**config.mk**
```make
export PLATFORM = sky130hd
export DESIGN_NAME = router_fsm
export DESIGN_NICKNAME = d
export VERILOG_FILES = /design/src/rtl/router_fsm.sv
export SDC_FILE = /design/constraint.sdc
export NUM_CORES = 1
export LEC_CHECK = 0
export CAP_MARGIN = 15
export CORE_AREA = 2 2 39 41
export DETAILED_ROUTE_END_ITERATION = 8
export DIE_AREA = 0 0 41 43
export GPL_TIMING_DRIVEN = 0
export PLACE_DENSITY = 0.75
export SYNTH_ARGS = -nofsm -noshare
export SYNTH_HDL_FRONTEND = slang
export SYNTH_SLANG_ARGS = --single-unit
```
**constraint.sdc**
```tcl
create_clock -name clock -period 4.1 [get_ports clock]
set_clock_uncertainty 0.05 [all_clocks]
set_input_delay 0.82 -clock clock [delete_from_list [all_inputs] [get_ports clock]]
set_output_delay 0.82 -clock clock [all_outputs]
set_load 0.05 [all_outputs]
```
**src/rtl/router_fsm.sv**
```systemverilog
// Packet router control FSM: decodes the header address, sequences payload and parity
// writes into the addressed FIFO, and stalls the source while the target is busy or full.
module router_fsm (
  input  logic       clock,
  input  logic       reset,
  input  logic       pkt_valid,
  input  logic [1:0] data_in,
  input  logic       fifo_full,
  input  logic       fifo_empty_0,
  input  logic       fifo_empty_1,
  input  logic       fifo_empty_2,
  input  logic       soft_reset_0,
  input  logic       soft_reset_1,
  input  logic       soft_reset_2,
  input  logic       parity_done,
  input  logic       low_packet_valid,
  output logic [1:0] fifo_addr,
  output logic       detect_add,
  output logic       lfd_state,
  output logic       ld_state,
  output logic       laf_state,
  output logic       full_state,
  output logic       write_enb_reg,
  output logic       rst_int_reg,
  output logic       busy
);

  typedef enum logic [2:0] {DA, LFD, LD, LP, FFS, LAF, WTE, CPE} state_t;

  state_t     state, state_nxt;
  logic [1:0] sel;
  logic       addr_empty;
  logic       addr_soft;
  logic       hdr_ok;

  // In DA the header on data_in selects the port; afterwards the latched address does.
  assign sel    = (state == DA) ? data_in : fifo_addr;
  assign hdr_ok = pkt_valid && (data_in != 2'd3);

  always_comb begin
    addr_empty = 1'b0;
    addr_soft  = 1'b0;
    case (sel)
      2'd0:    begin addr_empty = fifo_empty_0; addr_soft = soft_reset_0; end
      2'd1:    begin addr_empty = fifo_empty_1; addr_soft = soft_reset_1; end
      2'd2:    begin addr_empty = fifo_empty_2; addr_soft = soft_reset_2; end
      default: begin addr_empty = 1'b0;         addr_soft = 1'b0;         end
    endcase
  end

  always_ff @(posedge clock) begin
    if (reset) begin
      state     <= DA;
      fifo_addr <= 2'd0;
    end else begin
      state <= state_nxt;
      if (state == DA && hdr_ok) fifo_addr <= data_in;
    end
  end

  always_comb begin
    state_nxt = state;
    case (state)
      DA:      if (hdr_ok) state_nxt = addr_empty ? LFD : WTE;
      WTE:     if (addr_empty) state_nxt = LFD;
      LFD:     state_nxt = LD;
      LD:      if (fifo_full) state_nxt = FFS;
               else if (!pkt_valid) state_nxt = LP;
      FFS:     if (!fifo_full) state_nxt = LAF;
      LAF:     if (parity_done) state_nxt = DA;
               else if (low_packet_valid) state_nxt = LP;
               else state_nxt = LD;
      LP:      state_nxt = CPE;
      CPE:     state_nxt = fifo_full ? FFS : DA;
      default: state_nxt = DA;
    endcase
    // A read timeout on the latched port abandons the packet from any active state.
    if (state != DA && addr_soft) state_nxt = DA;
  end

  assign detect_add    = (state == DA);
  assign lfd_state     = (state == LFD);
  assign ld_state      = (state == LD);
  assign laf_state     = (state == LAF);
  assign full_state    = (state == FFS);
  assign rst_int_reg   = (state == CPE);
  assign write_enb_reg = (state == LD) || (state == LP) || (state == LAF);
  assign busy          = !((state == DA) || (state == LD));

endmodule

```
==> Word-level counts from Yosys, hierarchy flattened <==
Cells that the tools add are included.
{ "classes": {"eq_ne": 14, "muxes": 13, "reduce_logical": 12} }
{ "op_table": {"columns": ["operator", "n"], "rows": [
  ["$pmux 3 s8", 1],
  ["$mux 3", 7],
  ["$eq 3x3->1 const B", 4],
  ["$eq 3x2->1 const B", 2],
  ["$ne 2x2->1 const B", 3],
  ["$pmux 1 s3", 2],
  ["$mux 2", 2],
  ["$reduce_and 4->1", 1],
  ["$eq 3x1->1 const B", 1],
  ["$logic_and 1x1->1", 3],
  ["$logic_not 3->1", 1],
  ["$logic_or 1x1->1", 3],
  ["$ne 3x3->1 const B", 1],
  ["$reduce_bool 3->1", 1],
  ["$eq 2x1->1 const B", 1],
  ["$eq 2x2->1 const B", 1],
  ["$logic_not 2->1", 1],
  ["$ne 2x1->1 const B", 1],
  ["$reduce_or 2->1", 1],
  ["$logic_not 1->1", 1],
  ["$mux 1", 1]
]} }
{ "totals": {"out_inout_bits": 10, "wordCells": 41, "regBits": 5} }

==> Longest topological paths before layout <==
{ "depth": {"word_depth": 7, "ltp_mapped": 6} }

==> Least setup slack after synthesis <==
OpenSTA, ideal clock, no wires.
{ "synth_timing": {"path_type": "register to output", "from": "register state[0]", "to": "output write_enb_reg", "path_stages_with_launch": 5, "arrival_ns": 2.281, "path_buffers": 1, "setup_slack_ns": 0.949, "cell_sequence": "dfxtp_1 > clkbuf_1 > inv_1 > nor3_1 > a21o_1"} }
{ "synth_between": {"word_cells_on_any_way": 5, "cone_classes": "eq/ne: 3; reduce/logical: 2"} }
{ "synth_lines": {"columns": ["item", "line_no", "text"], "rows": [
  ["start: declaration", "30", "state_t state, state_nxt;"],
  ["start signal: assignment", "56", "state <= state_nxt;"],
  ["$eq 3x3->1", null, null],
  ["named net laf_state", "21", "output logic laf_state,"],
  ["$logic_or 1x1->1", "87", "assign write_enb_reg = (state == LD) || (state == LP) || (state == LAF);"],
  ["end: declaration", "23", "output logic write_enb_reg,"]
]} }
The timed path passes the listed nets, and every way through them passes these cells.

==> Final worst setup path <==
{ "layout_timing": {"from": "register state[0]", "to": "output write_enb_reg"} }
{ "layout_between": {"elab_chain_len": 3, "word_cells_on_any_way": 5, "cone_classes": "eq/ne: 3; reduce/logical: 2"} }
{ "layout_lines": {"columns": ["item", "line_no"], "rows": [
  ["$eq 3x2->1", "87"],
  ["$logic_or 1x1->1", "87"],
  ["$logic_or 1x1->1 *", "87"]
]} }
Every way passes the cells marked *; elsewhere a longest branch is shown, timed or not.

==> results.yml <==
critical_path:
  critPathMaxFanout: 10
  cp_data_required_time_ns: 3.23
  critPathMaxStageDelay_ns: 0.79
  critical_path.cell_chain: "clkbuf_1 > inv_1 > nor3_1 > a21o_1 > clkdlybuf4s50_1"
  arrival_ns: 2.25
  setup.worst_path.class: "flop to output port"
  cp-end-kind: "output port"
  setup.worst_path.start_class: "flop"
  cp_slowest_cell: "clkdlybuf4s50_1"
cells_and_area:
  regArea_um2: 100
  final_common_cell: "clkdlybuf4s50_1"
  syn2layout_area_growth_pct: 56.7
  commonest_non_fill_non_tap_cells_in_the_layout: "clkdlybuf4s50_1, dfxtp_1, a21oi_1"
  drive_above_1_share: 0.128
  final_area_um2: 764
  fin_nets: 101
  stdcell_count: 102
  num-fill-cells: 137
  n_diodes: 0
  multi_input_gate_area_in_the_final_layout_um2: 340
synth:
  syn_area_per_cell_um2: 8.27
  synth_compound_area_frac: 0.318
  dominant_combinational_cell_family_by_area_after_synthesis: "compound AO/OA/AOI/OAI gates"
  synthesis.instances: 59
  synth_largest_area_cell: "dfxtp_1"
  ys_seq_elements: 5
  synth_edf_count: 0
  ys_top_cells_by_area: "dfxtp_1, mux2i_1, a21oi_1"
  mappedNetlistArea_um2: 488
  synth_top_flop_cell: "dfxtp_1"
  share_of_synthesized_area_occupied_by_flip_flops_and_latches: 0.205
  mappedNetlistNets: 73
  synth_simple_gate_area_share: 0.279
  netlist_cell_types: 39
  synthXorXnorAreaFrac: 0.0179
  yosysWarnings: 0
  synth_largest_type_area_fraction: 0.205
  synth.area.mux_share: 0.0615
  post_synth_fa_ha_maj_area_fraction: 0.0205
  synthArstFlopShare: 0
placed_design:
  detailedPlace.worstSlack_ns: 1.25
  detailedPlacementHpwl_um: 1050
  finalWeightedCongestion: 0.851
  post-place-cells: 98
  detailed_place.area_um2: 738
  count_of_buffers_inserted_at_the_top_level_ports: 23
timing:
  slew-limit-headroom: 0.671
  setup_viol_count_final: 0
  hold_violations: 0
  min_period_over_period: 0.761
  worst_pin_slew_ns: 0.492
  rsz_0062_raised_after_global_routing: "no"
  finalSetupTns_ns: 0
  final.min_clock_period_ns: 3.12
  final-max-slew-violation-count: 0
  timing.fmax_ghz: 0.320
  layout_setup_ws_ns: 0.979
floorplan:
  io_pins: 24
  starting_density_of_the_core: 0.353
  die_height_um: 43
  fp.dieArea_um2: 1760
  std_cell_rows: 14
  floorplan.core_area_um2: 1380
  die_x_extent_um: 41
cts:
  postCtsSetupRepairBufs: 0
  worst_setup_hold_path_clk_slew_ns: 0.04
  numClockSinks: 5
  clock_buffers_created_by_tritoncts: 3
  cts_root_cell: "clkbuf_4"
  tritoncts: "yes"
  cts-htree-levels: 1
  clk-insertion-delay-late_ns: 0.24
  clk_path_buf_depth: 2
  cts_resized: 0
  hold_buffers: 0
routing:
  initialDrtViolationCount: 12
  vias_per_cell: 5.49
  route.detailed.wl_per_inst_um: 12.8
  ant_nets: 0
  routed-via-count: 560
  finalWirelength_um: 1310
  detailedRoute.firstPassIterationCount: 4
  detail_route.drc_violations: 0
min_path:
  worst_hold_path_type: "flop to flop"
global_route:
  grt_max_degree: 11
  global_route_wire_length_before_repair_um: 2240
  grt_overflow_total: 0
  grt_antenna_before_repair: 0
  grt_pass1_vias: 507
  globalRouteTotalUtil: 0.183
flow_run:
  max_capacitance_violation_total: 0
power_and_ir_drop:
  p_leak_nw: 0.298
  p_total_mw: 0.680
  powerDensity_nw_per_um2: 889
  power.ir.vdd_worst_uv: 383
outcome:
  status: "finished clean"
## through the flow
stage | hold slack (ns) | util
finish | 0.561 | 0.552
global placement | 0.537 | 0.533
detailed placement | 0.558 | 0.533
CTS | 0.565 | 0.552
floorplan | 0.678 | -
global route | 0.597 | 0.552
## Yosys cell counts, types with 2 or more instances
cell / instances
and3_1: 2
a31oi_1: 2
a21oi_1: 4
nand2_1: 2
nor3b_1: 2
dfxtp_1: 5
nor2_1: 2
inv_1: 3
nor3_1: 3
mux2i_1: 3
clkbuf_1: 2
a311oi_1: 2
## flip-flops by register name, indices dropped and copies added, names as in the netlist
register / count
fifo_addr: 2
state: 3
## kinds of logic (layout without fill, tap and decap cells)
| kind of cell | count (synthesis) | count (layout) |
|---|---|---|
| flip-flops | 5 | 5 |
| buffers and inverters | 9 | 36 |
| XOR/XNOR | 1 | 1 |
| AO/OA/AOI/OAI | 21 | 21 |
| AND/OR/NAND/NOR | 19 | 19 |
| multiplexers | 3 | 3 |
| adder cells (fa/ha/maj) | 1 | 1 |
## path summary, 6_finish.rpt
check | startpoint | end | slack (ns) | cells past startpoint
max | state[0]$_SDFFE_PP0P_ | write_enb_reg | 0.98 | 5
min | fifo_addr[0]$_SDFFE_PP0P_ | fifo_addr[0]$_SDFFE_PP0P_ | 0.56 | 2
max reg2reg | state[1]$_SDFFE_PP0P_ | state[2]$_SDFFE_PP0P_ | 2.50 | 6
min reg2reg | fifo_addr[0]$_SDFFE_PP0P_ | fifo_addr[0]$_SDFFE_PP0P_ | 0.56 | 2
## layer usage
layer	part of all wire	global-route usage	vias to the layer above
met2	0.47	0.275	21
met5	0	0	-
met4	0	0.0800	0
met1	0.46	0.242	254
li1	-	-	285
met3	0.064	0.0366	0
## critical path, delay by kind of cell, from the launching register on
kind / cells / cell delay [ns]
buffers and inverters: 3 / 1.31
AO/OA/AOI/OAI: 1 / 0.11
flip-flops: 1 / 0.37
AND/OR/NAND/NOR: 1 / 0.22
## where the power goes
| group | switching [mW] | leakage [nW] | internal (mW) |
|---|---|---|---|
| Sequential | 0.0185 | 0.0410 | 0.0666 |
| Clock | 0.0197 | 0.0150 | 0.0368 |
| Combinational | 0.328 | 0.242 | 0.210 |
| Total | 0.366 | 0.298 | 0.313 |
## area by class of cell
class,instances,share of cell area
flip-flops and latches,5,0.131
plain buffers,4,0.0311
inverters,5,0.0311
clock buffers,4,0.0344
well taps,16,0.0262
repair buffers,23,0.301
multi-input cells,45,0.445
Note: power is estimated with default switching activity, not from simulation.
